<file path="config.mk">
export PLATFORM = sky130hd
export DESIGN_NAME = clkdiv_phase_sequencer
export DESIGN_NICKNAME = d
export VERILOG_FILES = /design/src/rtl/clkdiv_seq_pkg.sv /design/src/rtl/seq_timer.sv /design/src/rtl/clkdiv_phase_sequencer.sv
export SDC_FILE = /design/constraint.sdc
export NUM_CORES = 1
export LEC_CHECK = 0
export BUFFER_PORTS_ARGS = -buffer_cell sky130_fd_sc_hd__buf_4
export CAP_MARGIN = 20
export CELL_PAD_IN_SITES_DETAIL_PLACEMENT = 0
export CELL_PAD_IN_SITES_GLOBAL_PLACEMENT = 1
export CORE_UTILIZATION = 42
export CTS_CLUSTER_DIAMETER = 100
export DETAILED_ROUTE_END_ITERATION = 16
export PLACE_DENSITY = 0.85
export SETUP_SLACK_MARGIN = 0.02
export SLEW_MARGIN = 30
export SYNTH_ARGS = -nofsm -noshare
export SYNTH_HDL_FRONTEND = slang
export SYNTH_SLANG_ARGS = --single-unit
</file>
<file path="constraint.sdc">
create_clock -name clk -period 2 [get_ports clk]
set_clock_uncertainty 0.05 [all_clocks]
set_input_delay 0.2 -clock clk [delete_from_list [all_inputs] [get_ports clk]]
set_output_delay 0.2 -clock clk [all_outputs]
set_load 0.03 [all_outputs]
</file>
<file path="src/rtl/clkdiv_seq_pkg.sv">
// Package shared by the CLKDIV phase sequencer and its timer.
// Contents:
//   seq_state_e        sequencer states HOLD..RUN
//   div_mode_is_legal  divide ratios the controlled CLKDIV supports
//   phase_width        width of the phase/delta fields for a divide ratio
//   count_width        width of the shared down-counter for the given delays
package clkdiv_seq_pkg;

    typedef enum logic [2:0] {
        ST_HOLD   = 3'd0,
        ST_SETTLE = 3'd1,
        ST_PULSE  = 3'd2,
        ST_GAP    = 3'd3,
        ST_RUN    = 3'd4
    } seq_state_e;

    function automatic bit div_mode_is_legal(input int div_mode);
        bit legal_s;
        case (div_mode)
            32'sd2, 32'sd4, 32'sd5, 32'sd8: legal_s = 1'b1;
            default:                        legal_s = 1'b0;
        endcase
        return legal_s;
    endfunction

    // At least one bit even for a divide-by-2 phase.
    function automatic int phase_width(input int div_mode);
        return (div_mode > 32'sd2) ? $clog2(div_mode) : 32'sd1;
    endfunction

    function automatic int max2(input int a, input int b);
        return (a > b) ? a : b;
    endfunction

    function automatic int count_width(input int reset_cycles, input int settle_cycles,
                                       input int calib_width, input int calib_gap);
        return $clog2(max2(max2(reset_cycles, settle_cycles),
                           max2(calib_width, calib_gap)) + 32'sd1);
    endfunction

endpackage

</file>
<file path="src/rtl/seq_timer.sv">
// Loadable down-counter shared by every timed state of the sequencer.
// Ports:
//   clk         clock
//   reset       synchronous active-high; loads RESET_VALUE
//   load        load strobe; takes priority over counting
//   load_value  value loaded on the strobe (terminal count - 1)
//   done        registered flag, high while the count sits at zero
module seq_timer #(
    parameter int CW          = 5,
    parameter int RESET_VALUE = 0
) (
    input  logic          clk,
    input  logic          reset,
    input  logic          load,
    input  logic [CW-1:0] load_value,
    output logic          done
);

    logic [CW-1:0] count_r;

    // Reload on strobe, otherwise count down to zero and hold there.
    always_ff @(posedge clk) begin
        if (reset) begin
            count_r <= CW'(RESET_VALUE);
            done    <= (RESET_VALUE == 32'sd0);
        end else if (load) begin
            count_r <= load_value;
            done    <= (load_value == '0);
        end else if (count_r != '0) begin
            count_r <= count_r - CW'(1);
            done    <= (count_r == CW'(1));
        end else begin
            count_r <= count_r;
            done    <= 1'b1;
        end
    end

endmodule

</file>
<file path="src/rtl/clkdiv_phase_sequencer.sv">
// Sequencer for a CLKDIV instance in the coil drive clock tree. Holds the
// divider in reset, lets it settle, then issues CALIB pulses to rotate the
// divided clock phase; afterwards accepts phase-step requests.
// Ports:
//   clk          divider source clock (HCLKIN net)
//   reset        synchronous active-high
//   start        1-cycle pulse: full resync
//   phase_valid  phase-step request valid
//   phase_delta  steps to advance, taken modulo DIV_MODE
//   phase_ready  request accepted when phase_valid && phase_ready
//   div_resetn   to CLKDIV RESETN
//   div_calib    to CLKDIV CALIB
//   ready        divider running, phase stable
//   busy         inverse of ready
//   phase        accumulated steps since last (re)start, modulo DIV_MODE
module clkdiv_phase_sequencer
    import clkdiv_seq_pkg::*;
#(
    parameter int  DIV_MODE      = 4,
    parameter int  RESET_CYCLES  = 16,
    parameter int  SETTLE_CYCLES = 32,
    parameter int  CALIB_WIDTH   = 2,
    parameter int  CALIB_GAP     = 8,
    parameter int  INIT_PHASE    = 0,
    localparam int PHW           = phase_width(DIV_MODE)
) (
    input  logic           clk,
    input  logic           reset,
    input  logic           start,
    input  logic           phase_valid,
    input  logic [PHW-1:0] phase_delta,
    output logic           phase_ready,
    output logic           div_resetn,
    output logic           div_calib,
    output logic           ready,
    output logic           busy,
    output logic [PHW-1:0] phase
);

    localparam int CW = count_width(RESET_CYCLES, SETTLE_CYCLES, CALIB_WIDTH, CALIB_GAP);

    localparam logic [CW-1:0]  LOAD_HOLD    = CW'(RESET_CYCLES - 1);
    localparam logic [CW-1:0]  LOAD_SETTLE  = CW'(SETTLE_CYCLES - 1);
    localparam logic [CW-1:0]  LOAD_PULSE   = CW'(CALIB_WIDTH - 1);
    localparam logic [CW-1:0]  LOAD_GAP     = CW'(CALIB_GAP - 1);
    localparam logic [PHW-1:0] INIT_PENDING = PHW'(INIT_PHASE);
    localparam logic [PHW-1:0] PHASE_MAX    = PHW'(DIV_MODE - 1);

    if (!div_mode_is_legal(DIV_MODE)) begin : g_bad_div_mode
        $error("clkdiv_phase_sequencer: unsupported DIV_MODE %0d", DIV_MODE);
    end

    seq_state_e     state_r;
    seq_state_e     next_state_s;
    logic [PHW-1:0] pending_r;
    logic [PHW-1:0] delta_mod_s;
    logic [PHW-1:0] phase_inc_s;
    logic           accept_s;
    logic           timer_load_s;
    logic [CW-1:0]  timer_value_s;
    logic           timer_done_s;

    seq_timer #(
        .CW          (CW),
        .RESET_VALUE (RESET_CYCLES - 1)
    ) u_timer (
        .clk        (clk),
        .reset      (reset),
        .load       (timer_load_s),
        .load_value (timer_value_s),
        .done       (timer_done_s)
    );

    // Next state, handshake and timer reload for the state being entered.
    always_comb begin
        next_state_s  = state_r;
        timer_load_s  = 1'b0;
        timer_value_s = LOAD_HOLD;
        delta_mod_s   = PHW'(32'(phase_delta) % 32'(DIV_MODE));
        phase_inc_s   = (phase == PHASE_MAX) ? '0 : phase + PHW'(1);
        // start has priority, so a request coinciding with it is not consumed
        accept_s      = (state_r == ST_RUN) && phase_valid && phase_ready && !start;
        if (start) begin
            next_state_s  = ST_HOLD;
            timer_load_s  = 1'b1;
            timer_value_s = LOAD_HOLD;
        end else begin
            case (state_r)
                ST_HOLD: begin
                    if (timer_done_s) begin
                        next_state_s  = ST_SETTLE;
                        timer_load_s  = 1'b1;
                        timer_value_s = LOAD_SETTLE;
                    end else begin
                        next_state_s  = ST_HOLD;
                    end
                end
                ST_SETTLE, ST_GAP: begin
                    if (timer_done_s && (pending_r != '0)) begin
                        next_state_s  = ST_PULSE;
                        timer_load_s  = 1'b1;
                        timer_value_s = LOAD_PULSE;
                    end else if (timer_done_s) begin
                        next_state_s  = ST_RUN;
                    end else begin
                        next_state_s  = state_r;
                    end
                end
                ST_PULSE: begin
                    if (timer_done_s) begin
                        next_state_s  = ST_GAP;
                        timer_load_s  = 1'b1;
                        timer_value_s = LOAD_GAP;
                    end else begin
                        next_state_s  = ST_PULSE;
                    end
                end
                ST_RUN: begin
                    if (accept_s && (delta_mod_s != '0)) begin
                        next_state_s  = ST_PULSE;
                        timer_load_s  = 1'b1;
                        timer_value_s = LOAD_PULSE;
                    end else begin
                        next_state_s  = ST_RUN;
                    end
                end
                default: begin
                    next_state_s  = ST_HOLD;
                    timer_load_s  = 1'b1;
                    timer_value_s = LOAD_HOLD;
                end
            endcase
        end
    end

    // State register, registered outputs, pending-step count and phase accumulator.
    always_ff @(posedge clk) begin
        if (reset) begin
            state_r     <= ST_HOLD;
            div_resetn  <= 1'b0;
            div_calib   <= 1'b0;
            ready       <= 1'b0;
            busy        <= 1'b1;
            phase_ready <= 1'b0;
            phase       <= '0;
            pending_r   <= INIT_PENDING;
        end else begin
            state_r     <= next_state_s;
            // Outputs decode the state being entered so they line up with it.
            div_resetn  <= (next_state_s != ST_HOLD);
            div_calib   <= (next_state_s == ST_PULSE);
            ready       <= (next_state_s == ST_RUN);
            busy        <= (next_state_s != ST_RUN);
            phase_ready <= (next_state_s == ST_RUN);
            if (next_state_s == ST_HOLD) begin
                phase     <= '0;
                pending_r <= INIT_PENDING;
            end else if ((state_r == ST_PULSE) && (next_state_s == ST_GAP)) begin
                // A step only counts once its pulse completed in full.
                phase     <= phase_inc_s;
                pending_r <= pending_r - PHW'(1);
            end else if (accept_s) begin
                pending_r <= delta_mod_s;
            end else begin
                pending_r <= pending_r;
            end
        end
    end

endmodule
</file>
# Word level (Yosys, flattened, before mapping)
# Index checks and enable logic that the tools add are counted.
# totals
elab_cells,66
reg_bits,18
inputBits,6
output_inout_bits,7
# op_classes
mux,25
n_reduce_logical,19
n_eq_ne,10
add_sub_neg,3
# op_table
operator,count
$pmux 6 s4,1
$mux 6,3
$eq 3x2->1 const B,4
$mux 3,4
$mux 4,3
$pmux 3 s4,1
$mux 1,8
$reduce_bool 2->1,4
$eq 3x3->1 const B,2
$eq 6x1->1 const B,1
$logic_and 1x1->1,6
$logic_not 3->1,2
$logic_not 6->1,1
$mux 2,3
$reduce_bool 6->1,1
$reduce_or 2->1,3
$sub 6x1->6 const B,1
$mux 5,1
$eq 3x1->1 const B,1
$ne 3x3->1 const B,1
$pmux 1 s3,1
$reduce_bool 3->1,1
$add 2x1->2 const B,1
$eq 2x2->1 const B,1
2 further kinds,2

# Logic depth before layout (Yosys ltp)
# Gate-level depths: netlist of run 1.
# depth
ltp_word,11
mapped_depth,6

# By module
# From an unflattened synthesis of run 1, not the netlist that was laid out.
# unflattened
hier_cells,117
area_unflattened_um2,1089.8
# by_module_without_submodules
module,seq_area_each_um2,area_each_um2,cells_each,instances
clkdiv_phase_sequencer,220.2,664.4,70,1
seq_timer,140.1,425.4,47,1

# Worst setup path after synthesis of run 1
# Ideal clock, no wire load.
# synth_timing
path_type,flip-flop to flip-flop
from,reg state_r[0]
to,reg u_timer.count_r[1]
synth_period_minus_slack_ns,1.572
stages_incl_launch_ff,6
t_arrival_ns,1.406
t_required_ns,1.833
slack_ns,0.428
path_cell_list,dfxtp_1 > buf_6 > or3b_4 > nor4_4 > o21ai_2 > o22a_1
# synth_between
elab_chain_cells,9
word_cells_on_any_way,19
cone_classes,eq/ne (4); mux (7); reduce/logical (8)
# synth_rtl
item,line,rtl
from (decl),clkdiv_phase_sequencer.sv:53,seq_state_e state_r;
from (signal assigned),clkdiv_phase_sequencer.sv:148,state_r <= next_state_s;
$eq 3x3->1,"clkdiv_phase_sequencer.sv:82, clkdiv_phase_sequencer.sv:88",
$logic_and 1x1->1 (3 in series),clkdiv_phase_sequencer.sv:82,accept_s = (state_r == ST_RUN) && phase_valid && phase_ready && !start;
$logic_and 1x1->1,clkdiv_phase_sequencer.sv:119,if (accept_s && (delta_mod_s != '0)) begin
$mux 4 or $mux 1 (tied branches),clkdiv_phase_sequencer.sv:119,
$pmux 6 s4 or $pmux 1 s3 (tied branches),clkdiv_phase_sequencer.sv:88,case (state_r)
$mux 6 or $mux 1 (tied branches),clkdiv_phase_sequencer.sv:83,if (start) begin
$mux 6 or $reduce_bool 2->1 (tied branches),--,
to (signal assigned),seq_timer.sv:24,count_r <= CW'(RESET_VALUE);
to (signal assigned),seq_timer.sv:27,count_r <= load_value;
to (signal assigned),seq_timer.sv:30,count_r <= count_r - CW'(1);
to (decl),seq_timer.sv:19,logic [CW-1:0] count_r;
# Parallel ways exist; a longest one is shown, timed or not.
# A chain may end at the register's enable or synchronous reset.

# Worst setup path after layout of run 1
# layout_timing
from,reg state_r[2]
to,reg u_timer.count_r[1]
# Same word-level chain as after synthesis.

==> results_dict.tcl, run 1 <==
set metrics [dict create \
    worstMarginPinSlew_ns 0.408 \
    synth_cell_types 38 \
    avgSynthCellArea_sq_um 8.99 \
    final_core_util_pct 54.2 \
    yosys_warnings 0 \
    synth.net_count 118 \
    synth_most_common_cell "dfxtp_1" \
    yosysSeqAreaShare_pct 37.5 \
    cts_post_setup_buffers_inserted 0 \
    synth_ff_type "dfxtp_1" \
    min_to "state_r[0]" \
    use_met3_pct 2.78 \
    core_sq_um 2060 \
    antenna_found_initial 0 \
    synth_edf_count 0 \
    clock.fmax_mhz 564 \
    dieArea_sq_um 2490 \
    avgViaCountPerCell 5.23 \
    p_per_area_nw_per_um2 554 \
    use_met1_pct 21.4 \
    holdPathStages 2 \
    dr.pass1.iters 4 \
    drv_slew 0 \
    drv_cap 0 \
    clockBufferDepth 2 \
    rr_startpoint "state_r[2]" \
    placed_area_sq_um 1080 \
    crit_fanout 10 \
    synthArstFlopShare_pct 0 \
    ys_top_cells_by_area "dfxtp_1, ha_1, nor2_1, mux2i_1, a21oi_1" \
    setup-tns-final_ns 0 \
    ys_ff_latch 18 \
    pin_count 13 \
    reg2reg_slack_ns 0.23 \
    ctsResizeCount 0 \
    synthesis.area_sq_um 962 \
    start_util_pct 46.7 \
    synth_cells 107 \
    grt_overflow_total 0 \
    cts_hold_buf 0 \
    whs_ns 0.0135 \
    synth_top_area_share_pct 37.5 \
    rsz0062_at_grt "false" \
    clk_pin_slew_ns 0.11 \
    arrival_ns 1.92 \
    htree_levels 1 \
    post-route-period-util_pct 88.7 \
    setup_violations 0 \
    peakVddDrop_mv 0.438 \
    max_stage_delay_ns 0.50 \
    cts_tree "done" \
    cts_root_buf "clkbuf_4" \
    place_congestion 0.790 \
    groute.layer.met2.usage_pct 24.8 \
    nNetsFinal 135 \
    globalRouteTotalUtil_pct 16.2 \
    cts_sinks 18 \
    drive_above_1_share_pct 23.6 \
    grt_pass1_wl_um 3010 \
    cp_slowest_cell "dfxtp_1" \
    fin_crit_ns 1.77 \
    synth_top_area_cell "dfxtp_1" \
    reg2reg_depth 4 \
    synth_common_cells "dfxtp_1, nor2_1, nand2_1" \
    totalPowerFinal_uw 620 \
    start_kind "register" \
    cp-end-kind "register" \
    dieHeight_um 49.9 \
    hold_path_class "in2reg" \
    diodes 0 \
    hold_violations 0 \
    cp_cell_sequence "or3b_4, nor4_4, o21ai_2, o22a_1" \
    cts_buffers 3 \
    dieWidth_um 49.9 \
    io_buffers 12 \
    routedWlPerCell_um 11.7 \
    grt_pass1_vias 708 \
    outcome "completed" \
    wirelength_um 1750 \
    ant_nets 0 \
    power_leakage_uw 0.000452 \
    required_ns 2.15 \
    worstSkewPairLatency_ns 0.30 \
    core.rowCount 16 \
    route.vias.total 785 \
    stdcell_area_sq_um 1120 \
    drc_errors 0 \
    reg2reg_to "u_timer.count_r[1]" \
    max_slew_margin_pct 72.6 \
    area_growth_syn_to_layout_pct 16.3 \
    grt.busiest_layer "met2" \
    critPathKind "reg2reg" \
    holdCritStartpoint "reset" \
    grt_start_max_net_pins 11 \
    drtIter0Drc 8 \
    dp_hpwl_um 1390 \
]
[per-layer routing]
layer	vias to the layer above	wire, um
met3	5	48
met1	362	866
met2	12	802
met4	0	34
li1	406	-
met5	-	0
[through the flow]
step | std cells | worst slack, ns
2_1_floorplan | 107 | 0.428
3_3_place_gp | 146 | 0.302
3_5_place_dp | 146 | 0.254
4_1_cts | 150 | 0.216
5_1_grt | 150 | 0.139
6_report | 150 | 0.226
[how the worst max path moves through the flow]
| stage | end | from | slack, ns |
|---|---|---|---|
| detailed placement | u_timer.count_r[1] | state_r[2] | 0.25 |
| global placement | u_timer.count_r[1] | state_r[2] | 0.30 |
| finish | u_timer.count_r[1] | state_r[2] | 0.23 |
| floorplan | u_timer.count_r[1] | state_r[0] | 0.43 |
| CTS | u_timer.count_r[1] | state_r[2] | 0.22 |
| global route | state_r[2] | state_r[2] | 0.14 |
[sequential cells by signal (all words and copies together), names as in the netlist]
| name | count |
|---|---|
| phase | 2 |
| pending_r | 2 |
| u_timer.count_r | 6 |
| ready | 1 |
| div_calib | 1 |
| busy | 1 |
| state_r | 3 |
| u_timer.done | 1 |
| div_resetn | 1 |
[power by group]
part           internal [uW]  switching, uW
logic                   14.9           16.0
registers                360           2.27
clock network            111            116
[layout make-up]
class / count / area (sq um)
repair buffers: 15 / 113
clock buffers: 4 / 36.3
fillers: 199 / 943
flip-flops and latches: 18 / 360
well taps: 27 / 33.8
inverters: 6 / 22.5
multi-input cells: 80 / 553
[logic make-up (layout without fill, tap and decap cells)]
| logic type | after synthesis | in the layout | share of synthesized area (%) |
|---|---|---|---|
| compound gates | 19 | 19 | 14.2 |
| xor+xnor | 3 | 3 | 2.73 |
| fa+ha+maj | 5 | 5 | 6.50 |
| buf+inv | 9 | 25 | 5.07 |
| flops | 18 | 18 | 37.5 |
| mux | 4 | 4 | 4.16 |
| simple gates | 49 | 49 | 29.9 |
[worst max-delay path, delay by kind of cell, from the launching register on]
kind	cells	cell delay, ns
flip-flops	1	0.50
AO/OA/AOI/OAI	2	0.36
AND/OR/NAND/NOR	2	0.77
[cells in the final DEF, fill, tap and decap left out, types with 2 or more instances in the layout]
cell / count
nor3_1: 6
dfxtp_1: 18
nor2_1: 12
a21oi_1: 7
nand2b_1: 3
mux2i_1: 4
or3_1: 4
a2bb2oi_1: 2
clkbuf_4: 3
xnor2_1: 2
inv_1: 6
nand2_1: 8
ha_1: 5
and2_1: 4
buf_4: 15
Note: power is estimated with default switching activity, not from simulation.
==> run 2, diff against run 1 <==
Settings changed: CELL_PAD_IN_SITES_DETAIL_PLACEMENT 0 to not set, CELL_PAD_IN_SITES_GLOBAL_PLACEMENT 1 to not set, CORE_UTILIZATION 42 to 58, CTS_BUF_LIST set to sky130_fd_sc_hd__clkbuf_8, PLACE_DENSITY 0.85 to 0.88.
==> run 2 against run 1 <==
Final area is 1.5% lower. Setup slack better by 0.022 ns. Count of clock-buffer cells in the layout is 1 lower. Maximum frequency is 1.2% higher. Register-to-register slack better by 0.02 ns. Critical endpoint unchanged. Via count is 0.64% higher. Non-clock buffer count is 1 lower. Final cell count is 8.7% lower. Die area is 27% lower. Core utilization is 18 points higher. Sequential share of layout area is 0.48 points higher. Sequential cell count stayed put.
==> results_dict.tcl, run 2 (synthesized netlist as in run 1, its figures left out) <==
set metrics [dict create \
    power_leakage_uw 0.000447 \
    rsz0062_at_grt "false" \
    dr.pass1.iters 4 \
    antenna_found_initial 0 \
    top_regs "u_timer.count_r (6), state_r (3)" \
    dieHeight_um 42.7 \
    avgViaCountPerCell 5.77 \
    dieArea_sq_um 1830 \
    place_congestion 0.874 \
    cp_cell_sequence "or3b_4, nor4_4, o21ai_2, o22a_1" \
    hold_violations 0 \
    route.vias.total 790 \
    clockBufferDepth 2 \
    wl_met3_um 61 \
    holdPathStages 2 \
    final_cell_mix "dfxtp_1, buf_4, nor2_1" \
    fin_crit_ns 1.75 \
    top_layer "met4" \
    cts_buffers 3 \
    placed_area_sq_um 1060 \
    outcome "completed" \
    io_buffers 12 \
    drv_slew 0 \
    max_slew_margin_pct 64.1 \
    start_util_pct 63.1 \
    wirelength_um 1770 \
    drive_above_1_share_pct 22.3 \
    grt_pass1_wl_um 3140 \
    num-fill-cells 104 \
    area_growth_syn_to_layout_pct 14.6 \
    globalRouteTotalUtil_pct 22.6 \
    reg2reg_depth 4 \
    crit_fanout 10 \
    htree_levels 1 \
    stdcell_area_sq_um 1100 \
    final_common_cell "dfxtp_1" \
    cts_root_buf "clkbuf_8" \
    totalPowerFinal_uw 643 \
    hold_path_class "in2reg" \
    pin_count 13 \
    worstMarginPinSlew_ns 0.534 \
    ctsResizeCount 0 \
    regArea_sq_um 360 \
    clock.fmax_mhz 571 \
    nNetsFinal 134 \
    core_sq_um 1520 \
    multiInputGateArea_sq_um 553 \
    setup_violations 0 \
    cp_slowest_cell "dfxtp_1" \
    grt_start_max_net_pins 11 \
    worstSkewPairLatency_ns 0.25 \
    cts_post_setup_buffers_inserted 0 \
    drv_cap 0 \
    ant_nets 0 \
    required_ns 2.09 \
    cp-end-kind "register" \
    wl_met1_um 848 \
    dp_hpwl_um 1350 \
    start_kind "register" \
    p_per_area_nw_per_um2 583 \
    regMostFlops "u_timer.count_r" \
    peakVddDrop_mv 0.427 \
    cts_sinks 18 \
    cts_tree "done" \
    clk_pin_slew_ns 0.07 \
    whs_ns 0.0715 \
    critPathKind "reg2reg" \
    drc_errors 0 \
    routedWlPerCell_um 12.9 \
    dieWidth_um 42.7 \
    grt_overflow_total 0 \
    setup-tns-final_ns 0 \
    core.rowCount 14 \
    drtIter0Drc 17 \
    largest_reg_flops 6 \
    grt_pass1_vias 776 \
    post-route-period-util_pct 87.6 \
    diodes 0 \
    max_stage_delay_ns 0.47 \
    arrival_ns 1.85 \
    cts_hold_buf 0 \
    wl_met2_um 819 \
]
[run 2: cell count changes in the layout (fill, tap and decap cells not counted)]
| cell | before | now |
|---|---|---|
| clkbuf_4 | 3 | 0 |
| buf_4 | 15 | 14 |
| clkbuf_8 | 1 | 3 |
[run 2: path summary, 6_finish.rpt]
| path | startpoint | endpoint | slack, ns |
|---|---|---|---|
| setup / recovery | state_r[2] | u_timer.count_r[1] | 0.25 |
| hold / removal | reset | state_r[0] | 0.07 |
| setup reg to reg | state_r[2] | u_timer.count_r[1] | 0.25 |
| hold reg to reg | phase[1] | phase[1] | 0.43 |
[run 2: layer usage]
layer  GRT usage [%]  up-vias
li1                -      405
met1            28.5      361
met2            36.4       17
met3            3.83        7
met4            12.5        0
met5               0        -
[run 2: worst max-delay path: cells and delay by family (launching register included)]
kind	cells	cell delay [ns]
flip-flops	1	0.47
AO/OA/AOI/OAI	2	0.36
AND/OR/NAND/NOR	2	0.77
[run 2: layout make-up]
class | instances | share of cell area [%]
clock buffer | 3 | 3.75
multi-input combinational | 80 | 50.2
timing repair buffer | 14 | 9.53
tap | 16 | 1.82
inverter | 6 | 2.04
sequential | 18 | 32.7
[run 2: power by group]
part	switching, uW	internal [uW]	total (uW)
Clock	114	134	248
Combinational	16.7	15.0	31.7
Sequential	2.73	360	363
Total	134	509	643
[run 2: stage by stage]
step | std cells | setup slack [ns] | util (%)
2_1_floorplan | 107 | 0.428 | -
4_1_cts | 137 | 0.246 | 72.3
5_1_grt | 137 | 0.144 | 72.3
3_5_place_dp | 134 | 0.257 | 69.6
3_3_place_gp | 134 | 0.320 | 69.6
6_report | 137 | 0.248 | 72.3
